## config.mk

```make
export PLATFORM = sky130hd
export DESIGN_NAME = msfsm_hb_pipeline
export DESIGN_NICKNAME = d
export VERILOG_FILES = /design/src/rtl/msfsm_pkg.sv /design/src/rtl/msfsm_hb_cell.sv /design/src/rtl/msfsm_hb_pipeline.sv
export SDC_FILE = /design/constraint.sdc
export NUM_CORES = 1
export LEC_CHECK = 0
export ABC_AREA = 1
export CORE_MARGIN = 4
export CORE_UTILIZATION = 45
export DETAILED_ROUTE_END_ITERATION = 8
export PLACE_DENSITY = 0.73
export SLEW_MARGIN = 10
export SYNTH_ARGS = -nofsm -noshare
export SYNTH_HDL_FRONTEND = slang
export SYNTH_HIERARCHICAL = 1
export SYNTH_SLANG_ARGS = --single-unit
```

## constraint.sdc

```tcl
create_clock -name clk -period 3.55 [get_ports clk]
set_clock_uncertainty 0.05 [all_clocks]
set_input_delay 0.71 -clock clk [delete_from_list [all_inputs] [get_ports clk]]
set_output_delay 0.71 -clock clk [all_outputs]
set_load 0.005 [all_outputs]
```

## src/rtl/msfsm_pkg.sv

```systemverilog
// rtl/msfsm_pkg.sv - event/cell types and level helpers for the half-buffer pipeline
package msfsm_pkg;

  localparam logic MSFSM_RST_LVL = 1'b0;

  typedef struct packed {
    logic plus;
    logic minus;
  } msfsm_ev_t;

  typedef struct packed {
    logic ri_lvl;
    logic ai_lvl;
    logic ro_lvl;
  } msfsm_cell_t;

  // Level seen this cycle: plus wins over minus, otherwise hold.
  function automatic logic msfsm_level_eff(msfsm_ev_t ev, logic lvl);
    return ev.plus ? 1'b1 : (ev.minus ? 1'b0 : lvl);
  endfunction

  function automatic logic msfsm_ev_bad(msfsm_ev_t ev, logic lvl);
    return (ev.plus & lvl) | (ev.minus & ~lvl) | (ev.plus & ev.minus);
  endfunction

endpackage

```

## src/rtl/msfsm_hb_cell.sv

```systemverilog
// rtl/msfsm_hb_cell.sv - one Mealy half-buffer cell; MSFSM_PROTOCOL_CHECK_EN adds event checking
module msfsm_hb_cell
  import msfsm_pkg::*;
(
  input  logic      clk_i,
  input  logic      rst_ni,
  input  msfsm_ev_t ri_i,
  input  msfsm_ev_t ai_i,
  output msfsm_ev_t ro_o,
  output msfsm_ev_t ao_o,
  output logic      ro_lvl_o
`ifdef MSFSM_PROTOCOL_CHECK_EN
  ,
  output logic      err_o
`endif
);

  msfsm_cell_t st_q, st_d;
  msfsm_ev_t   ri_ev, ai_ev;
  logic        ri_eff, ai_eff, fire_rise, fire_fall;

  assign ri_ev = rst_ni ? ri_i : '0;
  assign ai_ev = rst_ni ? ai_i : '0;

`ifdef MSFSM_PROTOCOL_CHECK_EN
  logic ri_bad, ai_bad;
  assign ri_bad = msfsm_ev_bad(ri_ev, st_q.ri_lvl);
  assign ai_bad = msfsm_ev_bad(ai_ev, st_q.ai_lvl);
  // An illegal event is dropped: the level simply keeps its registered value.
  assign ri_eff = ri_bad ? st_q.ri_lvl : msfsm_level_eff(ri_ev, st_q.ri_lvl);
  assign ai_eff = ai_bad ? st_q.ai_lvl : msfsm_level_eff(ai_ev, st_q.ai_lvl);
  assign err_o  = ri_bad | ai_bad;
`else
  assign ri_eff = msfsm_level_eff(ri_ev, st_q.ri_lvl);
  assign ai_eff = msfsm_level_eff(ai_ev, st_q.ai_lvl);
`endif

  assign fire_rise = rst_ni & ~st_q.ro_lvl & ri_eff & ~ai_eff;
  assign fire_fall = rst_ni & st_q.ro_lvl & ~ri_eff & ai_eff;

  assign ro_o     = '{plus: fire_rise, minus: fire_fall};
  assign ao_o     = '{plus: fire_rise, minus: fire_fall};
  assign ro_lvl_o = st_q.ro_lvl;

  always_comb begin
    st_d        = st_q;
    st_d.ri_lvl = ri_eff;
    st_d.ai_lvl = ai_eff;
    if (fire_rise)      st_d.ro_lvl = 1'b1;
    else if (fire_fall) st_d.ro_lvl = 1'b0;
  end

  always_ff @(posedge clk_i) begin
    if (!rst_ni) begin
      st_q <= '{ri_lvl: MSFSM_RST_LVL, ai_lvl: MSFSM_RST_LVL, ro_lvl: MSFSM_RST_LVL};
    end else begin
      st_q <= st_d;
    end
  end

endmodule

```

## src/rtl/msfsm_hb_pipeline.sv

```systemverilog
// rtl/msfsm_hb_pipeline.sv - STAGES-deep chain of half-buffer cells; MSFSM_PROTOCOL_CHECK_EN enables proto_err
module msfsm_hb_pipeline
  import msfsm_pkg::*;
#(
  parameter int STAGES = 3,
  parameter int CNT_W  = 8
) (
  input  logic              clk,
  input  logic              reset,
  input  logic              Ri_PLUS,
  input  logic              Ri_MINUS,
  input  logic              Ai_PLUS,
  input  logic              Ai_MINUS,
  output logic              Ro_PLUS,
  output logic              Ro_MINUS,
  output logic              Ao_PLUS,
  output logic              Ao_MINUS,
  output logic [STAGES-1:0] stage_ro,
  output logic [CNT_W-1:0]  tokens_in,
  output logic [CNT_W-1:0]  tokens_out,
  output logic              proto_err
);

  msfsm_ev_t ri_w [STAGES];
  msfsm_ev_t ai_w [STAGES];
  msfsm_ev_t ro_w [STAGES];
  msfsm_ev_t ao_w [STAGES];
`ifdef MSFSM_PROTOCOL_CHECK_EN
  logic [STAGES-1:0] err_w;
`endif
  logic [CNT_W-1:0] tokens_in_q, tokens_out_q;

  for (genvar k = 0; k < STAGES; k++) begin : g_cell
    if (k == 0) begin : g_left
      assign ri_w[k] = '{plus: Ri_PLUS, minus: Ri_MINUS};
    end else begin : g_fwd
      // One register per hop keeps the logic depth to a single cell.
      msfsm_ev_t fwd_q;
      always_ff @(posedge clk) begin
        if (!reset) fwd_q <= '0;
        else        fwd_q <= ro_w[k-1];
      end
      assign ri_w[k] = fwd_q;
    end

    if (k == STAGES - 1) begin : g_right
      assign ai_w[k] = '{plus: Ai_PLUS, minus: Ai_MINUS};
    end else begin : g_bwd
      msfsm_ev_t bwd_q;
      always_ff @(posedge clk) begin
        if (!reset) bwd_q <= '0;
        else        bwd_q <= ao_w[k+1];
      end
      assign ai_w[k] = bwd_q;
    end

    msfsm_hb_cell u_cell (
      .clk_i    (clk),
      .rst_ni   (reset),
      .ri_i     (ri_w[k]),
      .ai_i     (ai_w[k]),
      .ro_o     (ro_w[k]),
      .ao_o     (ao_w[k]),
      .ro_lvl_o (stage_ro[k])
`ifdef MSFSM_PROTOCOL_CHECK_EN
      ,
      .err_o    (err_w[k])
`endif
    );
  end

  assign Ao_PLUS  = ao_w[0].plus;
  assign Ao_MINUS = ao_w[0].minus;
  assign Ro_PLUS  = ro_w[STAGES-1].plus;
  assign Ro_MINUS = ro_w[STAGES-1].minus;

  always_ff @(posedge clk) begin
    if (!reset) begin
      tokens_in_q  <= '0;
      tokens_out_q <= '0;
    end else begin
      if (Ao_PLUS) tokens_in_q  <= tokens_in_q + CNT_W'(1);
      if (Ro_PLUS) tokens_out_q <= tokens_out_q + CNT_W'(1);
    end
  end

  assign tokens_in  = tokens_in_q;
  assign tokens_out = tokens_out_q;

`ifdef MSFSM_PROTOCOL_CHECK_EN
  logic proto_err_q;
  always_ff @(posedge clk) begin
    if (!reset)      proto_err_q <= 1'b0;
    else if (|err_w) proto_err_q <= 1'b1;
  end
  assign proto_err = proto_err_q;
`else
  assign proto_err = 1'b0;
`endif

endmodule
```

==> Word-level counts from Yosys, hierarchy flattened <==
Cells that the tools add are included.
{ "classes": {"muxes": 23, "reduce_logical": 3, "addsub": 2, "bitwise_logic": 27} }
{ "ops": {"columns": ["cell", "n"], "rows": [
  ["1-bit bitwise AND", 18],
  ["1-bit two-way mux", 18],
  ["8-bit by 1-bit adder with 8-bit output (second input constant)", 2],
  ["2-bit two-way mux", 5],
  ["1-bit NOT", 9],
  ["2-bit nonzero test", 3]
]} }
{ "word_totals": {"input_bits": 6, "register_bits": 31, "word_cells": 72, "out_inout_bits": 24} }

==> Logic depth before layout (Yosys ltp) <==
Gate-level depths: netlist (run 1).
{ "logic_depth": {"depth_word": 8, "ltp_mapped": 14, "depth_no_buf": 13} }

==> Cells and area by module <==
The synthesis (run 1) kept the hierarchy.
{ "modules_own_cells": {"columns": ["module", "cells_per_inst", "seq_area_each_um2", "area_per_inst_um2", "n_inst"], "rows": [
  ["msfsm_hb_pipeline", 123, 480.5, 954.7, 1],
  ["msfsm_hb_cell", 27, 60.1, 177.7, 3]
]} }

==> Worst setup path after synthesis (run 1) <==
OpenSTA, ideal clock, no wires.
{ "synth_timing": {"path_kind": "in2out", "startpoint": "in Ai_MINUS", "endpoint": "out Ro_MINUS", "path_buffers": 1, "stages": 6, "setup_slack_ns": 1.547, "arrival_time_ns": 1.243, "required_ns": 2.790, "path_cell_list": "nand2_1 nand2_1 nand2_1 inv_1 nor3_1 buf_4"} }
{ "synth_via": {"elab_chain_cells": 4} }
{ "synth_rtl": {"columns": ["item", "line_no", "source"], "rows": [
  ["from (decl)", "msfsm_hb_pipeline.sv:13", "input logic Ai_MINUS,"],
  ["2-bit two-way mux", "msfsm_hb_cell.sv:23", "assign ai_ev = rst_ni ? ai_i : '0;"],
  ["1-bit two-way mux (2 in series)", "msfsm_pkg.sv:19", "return ev.plus ? 1'b1 : (ev.minus ? 1'b0 : lvl);"],
  ["1-bit bitwise AND", "msfsm_hb_cell.sv:39", "assign fire_fall = rst_ni & st_q.ro_lvl & ~ri_eff & ai_eff;"],
  ["to (decl)", "msfsm_hb_pipeline.sv:15", "output logic Ro_MINUS,"]
]} }
No other way between the ends.

==> Final worst setup path (run 1) <==
{ "layout_timing": {"startpoint": "in reset", "endpoint": "out Ro_MINUS"} }
{ "layout_via": {"elab_chain_cells": 6, "word_cells_on_any_way": 10, "cone_classes": "mux: 6; bitwise: 4"} }
{ "layout_rtl": {"columns": ["item", "line_no", "source"], "rows": [
  ["from (decl)", "msfsm_hb_pipeline.sv:9", "input logic reset,"],
  ["2-bit two-way mux", null, null],
  ["1-bit two-way mux (2 in series)", "msfsm_pkg.sv:19", null],
  ["1-bit NOT", "msfsm_hb_cell.sv:39", null],
  ["1-bit bitwise AND", "msfsm_hb_cell.sv:39", null],
  ["1-bit bitwise AND *", "msfsm_hb_cell.sv:39", null]
]} }
Every way passes the cells marked *; elsewhere a longest branch is shown, timed or not.

==> run summary, run 1 <==
commonest non-fill, non-tap cell in the layout: nand2_1
first-pass GRT wire length: 4.498 mm
Post-Synthesis Cell Area: 1488 um^2
initial antenna violation count: 0
DR vias: 1,209
diode count: 0
IO buf count: 28
Ports: 30
Avg Synthesized Cell Area: 7.293 um^2
max-cap viol count: 0
WP data arrival: 2570 ps
Slew Limit Headroom: 0.6593
Final Max Slew Viols: 0
# nets final: 237
layout cells sized above 1: 0.1435
Setup crit end kind: output pin
CTS Buf Count: 5
Syn Nets: 212
Die X: 65.50 um
clock slew at reported path FFs: 110 ps
CP max stage delay: 790 ps
design area: 1824 um^2
crit path cell chain: clkdlybuf4s50_1 -> nand2_1 -> nand2_1 -> inv_1 -> nor3_1 -> clkdlybuf4s50_1
# resized after CTS: 0
multi-input logic area: 596.8 um^2
Die Y: 65.50 um
clock sinks: 33
status: finished, final reports clean
Synth top area share: 0.4441
final wirelength: 2.630 mm
H-tree depth: 2
Final Hold Viols: 0
row count: 20
Initial Utilization: 0.4794
Critical Path Slowest Stage Cell: clkdlybuf4s50_1
fin crit share: 0.9368
RSZ-0062 raised after global routing: false
Placeable Area: 3103 um^2
Largest delay share family, worst path: buffers and inverters
synth top area cells: dfxtp_1 (44%), nand2_1 (14%), inv_1 (7.6%)
Detail Route Antenna Nets: 0
area grow syn2layout: 22.62%
Final setup viols: 0
worst-case vdd ir drop: 0.0002394 V
final setup TNS: 0 ps
Worst setup SP type: input port
yosys warns: 6
Max clock buf depth: 2
Placed Area: 1754 um^2
largest net degree at the start of global routing: 17
Root Buffer Master: clkbuf_4
grt ovf: 0
Yosys top cell by area: dfxtp_1
DRC viols: 0
TritonRoute pass-1 iters: 4
vias in the first global route: 1,049
Die ar.: 4290 um^2
Filler cells: 318
Yosys cell types: 20
Worst Tran Pin Value: 509.4 ps
RePlAce Congestion: 0.7676
FMAX: 0.3007 GHz
Critical path buffers and inverters: 3
worst min path class: flop to flop
WS Path Type: input port to output pin
CTS tree: done
clk_lat worst skew: 340 ps
Wirelength per Cell: 9.599 um
sequential share of the synthesized area: 0.4441
required time of the critical path: 2790 ps
Setup Buffers After CTS: 0
hpwl dp: 1.907 mm
CP max FO: 16
Leak: 0.0008586 uW
hold_buf cts: 0
most frequent cells in the layout: nand2_1 (54), dfxtp_1 (33), inv_1 (30)
Post-Syn Instances: 204
vias per cell: 4.412
Sequential Area: 660.6 um^2
min Tclk post-route: 3326 ps
synthesis-stage register bit count: 33
Tot GR Track Use: 0.1367
initial DRC count: 54
pwr dens: 369.1 nW/um^2
==> metrics by stage <==
| step | utilization | total power, uW | hold WS, ps | instances | setup slack (ps) |
|---|---|---|---|---|---|
| 2_1_floorplan | - | 420.3 | 419.7 | 204 | 1547 |
| 3_3_place_gp | 0.5653 | 443.6 | 420.8 | 266 | 297.6 |
| 3_5_place_dp | 0.5653 | 443.9 | 428.9 | 266 | 225.3 |
| 4_1_cts | 0.5879 | 682.8 | 455.7 | 274 | 220.6 |
| 5_1_grt | 0.5879 | 709.8 | 469.6 | 274 | 9.070 |
| 6_report | 0.5879 | 673.3 | 452.7 | 274 | 224.3 |
==> logic make-up (layout without fill, tap and decap cells) <==
group	Yosys count	count (layout)	share of synthesized area
compound gates	21	21	0.07570
flops	33	33	0.4441
fa+ha+maj	2	2	0.01682
other cells	1	1	0.002521
buf+inv	48	74	0.1547
simple gates	99	99	0.3061
==> power by group <==
| group | leakage (uW) | total, uW | internal (uW) | switching [uW] |
|---|---|---|---|---|
| Clock | 0.0000413 | 238 | 115 | 123 |
| Combinational | 0.000550 | 52.8 | 26.1 | 26.8 |
| Sequential | 0.000267 | 382 | 377 | 5.10 |
| Total | 0.000859 | 673 | 518 | 155 |
==> metal layers <==
metal	routed length, um	part of all wire	global-route usage
met4	46	0.017	0.05440
met5	0	0	0
met3	154	0.059	0.05641
met2	1179	0.45	0.2073
met1	1250	0.48	0.1714
==> flip-flops by register name (all words and copies together) (netlist names) <==
register / count
tokens_in: 8
g_cell.u_cell/ro_lvl_o: 3
ai_w: 4
tokens_out: 8
g_cell.u_cell/st_q: 6
g_cell.g_fwd.fwd_q: 4
==> cell usage after synthesis <==
cell	count
nor2_2	3
nor2_4	2
o21bai_1	3
buf_4	13
nand3_2	4
nand3_1	4
inv_1	30
buf_2	1
nand4_1	2
nand2_2	8
nor2_1	17
nand2_1	54
dfxtp_1	33
a21oi_1	12
ha_1	2
inv_2	3
o21ai_0	6
clkbuf_1	1
nor3_1	5
conb_1	1
==> cell type report <==
type / instances / area share
timing repair buffer: 33 / 0.1742
inverter: 33 / 0.06790
tap: 44 / 0.03018
clock buffer: 7 / 0.03567
sequential: 33 / 0.3621
multi-input combinational: 123 / 0.3272
clock inverter: 1 / 0.002743
==> path summary, 6_finish.rpt <==
kind,startpoint,depth (start not counted),to,slack [ps]
hold / removal,tokens_in[3],1,tokens_in[3],450
hold reg to reg,tokens_in[3],1,tokens_in[3],450
setup reg to reg,ai_w[4],12,tokens_in[6],2030
setup / recovery,reset,6,Ro_MINUS,220
Power figures use the tool's default switching activity.
==> run 2: changes to the inputs <==
--- a/config.mk
+++ b/config.mk
@@ -6,10 +6,10 @@
 export NUM_CORES = 1
 export LEC_CHECK = 0
 export ABC_AREA = 1
-export CORE_MARGIN = 4
 export CORE_UTILIZATION = 45
 export DETAILED_ROUTE_END_ITERATION = 8
-export PLACE_DENSITY = 0.73
+export DONT_BUFFER_PORTS = 1
+export PLACE_DENSITY = 0.62
 export SLEW_MARGIN = 10
 export SYNTH_ARGS = -nofsm -noshare
 export SYNTH_HDL_FRONTEND = slang
==> run summary, run 2 (synthesis gave the netlist of run 1 again) <==
status: finished, final reports clean
Wirelength per Cell: 9.874 um (+2.9%)
area grow syn2layout: -0.5886%
hold_buf cts: 0 (unchanged)
Die Y: 59.50 um (-9.2%)
Critical path buffers and inverters: 2 (-1)
Final Hold Viols: 0 (unchanged)
Die ar.: 3540 um^2 (-17%)
Final setup viols: 0 (unchanged)
RePlAce Congestion: 0.7585 (-1.2%)
most used cell, CP: nand2_1
Initial Utilization: 0.4794 (unchanged)
most frequent cells in the layout: nand2_1 (54), dfxtp_1 (33), inv_1 (30)
vias per cell: 4.632 (+5.0%)
layout cells sized above 1: 0.1333 (-0.01014)
final wirelength: 2.360 mm (-10%)
Setup Buffers After CTS: 0 (unchanged)
CTS tree: done
required time of the critical path: 2790 ps (about the same)
clk_lat worst skew: 330 ps (about the same)
Detail Route Antenna Nets: 0 (unchanged)
vias in the first global route: 1,018 (-3.0%)
Critical Path Slowest Stage Cell: inv_1
grt ovf: 0 (unchanged)
# resized after CTS: 0 (unchanged)
FMAX: 0.4927 GHz (+64%)
final setup TNS: 0 ps (unchanged)
diode count: 0 (unchanged)
Post-Place Setup Slack: 1518 ps (+1293 ps)
Max clock buf depth: 2 (unchanged)
DR vias: 1,107 (-8.4%)
hpwl dp: 1.650 mm (-13%)
Final Max Slew Viols: 0 (unchanged)
RSZ-0062 raised after global routing: false
WP data arrival: 1270 ps (-1300 ps)
IO buf count: 0 (-100%)
Largest delay share family, worst path: simple AND/OR/NAND/NOR gates
clock slew at reported path FFs: 90 ps (-20 ps)
Cells after DPL: 233 (-12%)
initial DRC count: 37 (-31%)
crit path cell chain: nand2_1 -> nand2_1 -> nand2_2 -> nand2_1 -> inv_2 -> nand2_2 -> inv_1
clock sinks: 33 (unchanged)
CP max stage delay: 220 ps (-570 ps)
Tot GR Track Use: 0.1597 (+0.02299)
max-cap viol count: 0 (unchanged)
H-tree depth: 2 (unchanged)
fin worst setup slack: 1520 ps (+1296 ps)
# nets final: 204 (-14%)
Root Buffer Master: clkbuf_4
Placeable Area: 3103 um^2 (unchanged)
min Tclk post-route: 2030 ps (-1296 ps)
Leak: 0.0007208 uW (-16%)
Total Power: 596.5 uW (-11%)
WS Path Type: input port to output pin
commonest non-fill, non-tap cell in the layout: nand2_1
DRC viols: 0 (unchanged)
Die X: 59.50 um (-9.2%)
worst min path class: input port to flop
CP max FO: 44 (+28)
Ports: 30 (unchanged)
TritonRoute pass-1 iters: 4 (unchanged)
CTS Buf Count: 5 (unchanged)
initial antenna violation count: 0 (unchanged)
first-pass GRT wire length: 4.084 mm (-9.2%)
pwr dens: 403.3 nW/um^2 (+9.3%)
Worst setup SP type: input port
hold slack: 424.9 ps (-27.73 ps)
worst-case vdd ir drop: 0.0002392 V (-0.12%)
Setup crit end kind: output pin
fin crit share: 0.5718 (-0.3650)
largest net degree at the start of global routing: 45 (+28)
row count: 20 (unchanged)
final non-filler cell total: 239 (-13%)
## run 2: cell type report
type	instances	area, um^2
Clock inverter	1	5.005
Sequential cell	33	660.6
Tap cell	44	55.05
Fill cell	329	1624
Inverter	33	123.9
Clock buffer	5	37.54
Multi-Input combinational cell	123	596.8
## run 2: where the power goes
group          internal (uW)  switching, uW
registers                377           6.26
logic                   10.1           16.0
clock network           68.6            118
## run 2: worst paths after layout
kind	start	end	slack, ps	cells after the start
hold / removal	reset	ai_w[5]	420	2
hold reg to reg	tokens_out[3]	tokens_out[3]	470	1
setup / recovery	reset	Ro_PLUS	1520	7
setup reg to reg	ai_w[4]	tokens_in[6]	1980	11
## run 2: metrics by stage
stage / area (um^2) / util
3_3_place_gp: 1436 / 0.4629
5_1_grt: 1479 / 0.4766
4_1_cts: 1479 / 0.4766
6_report: 1479 / 0.4766
3_5_place_dp: 1436 / 0.4629
2_1_floorplan: 1488 / -
## run 2: per-layer routing
metal  vias up  part of all wire  wire length (um)  global-route usage
li1        592                 -                 -                   -
met1       485              0.44              1036              0.1757
met2        25              0.48              1124              0.2552
met3         5             0.063               148             0.07205
met4         0             0.021                50             0.08970
met5         -                 0                 0                   0
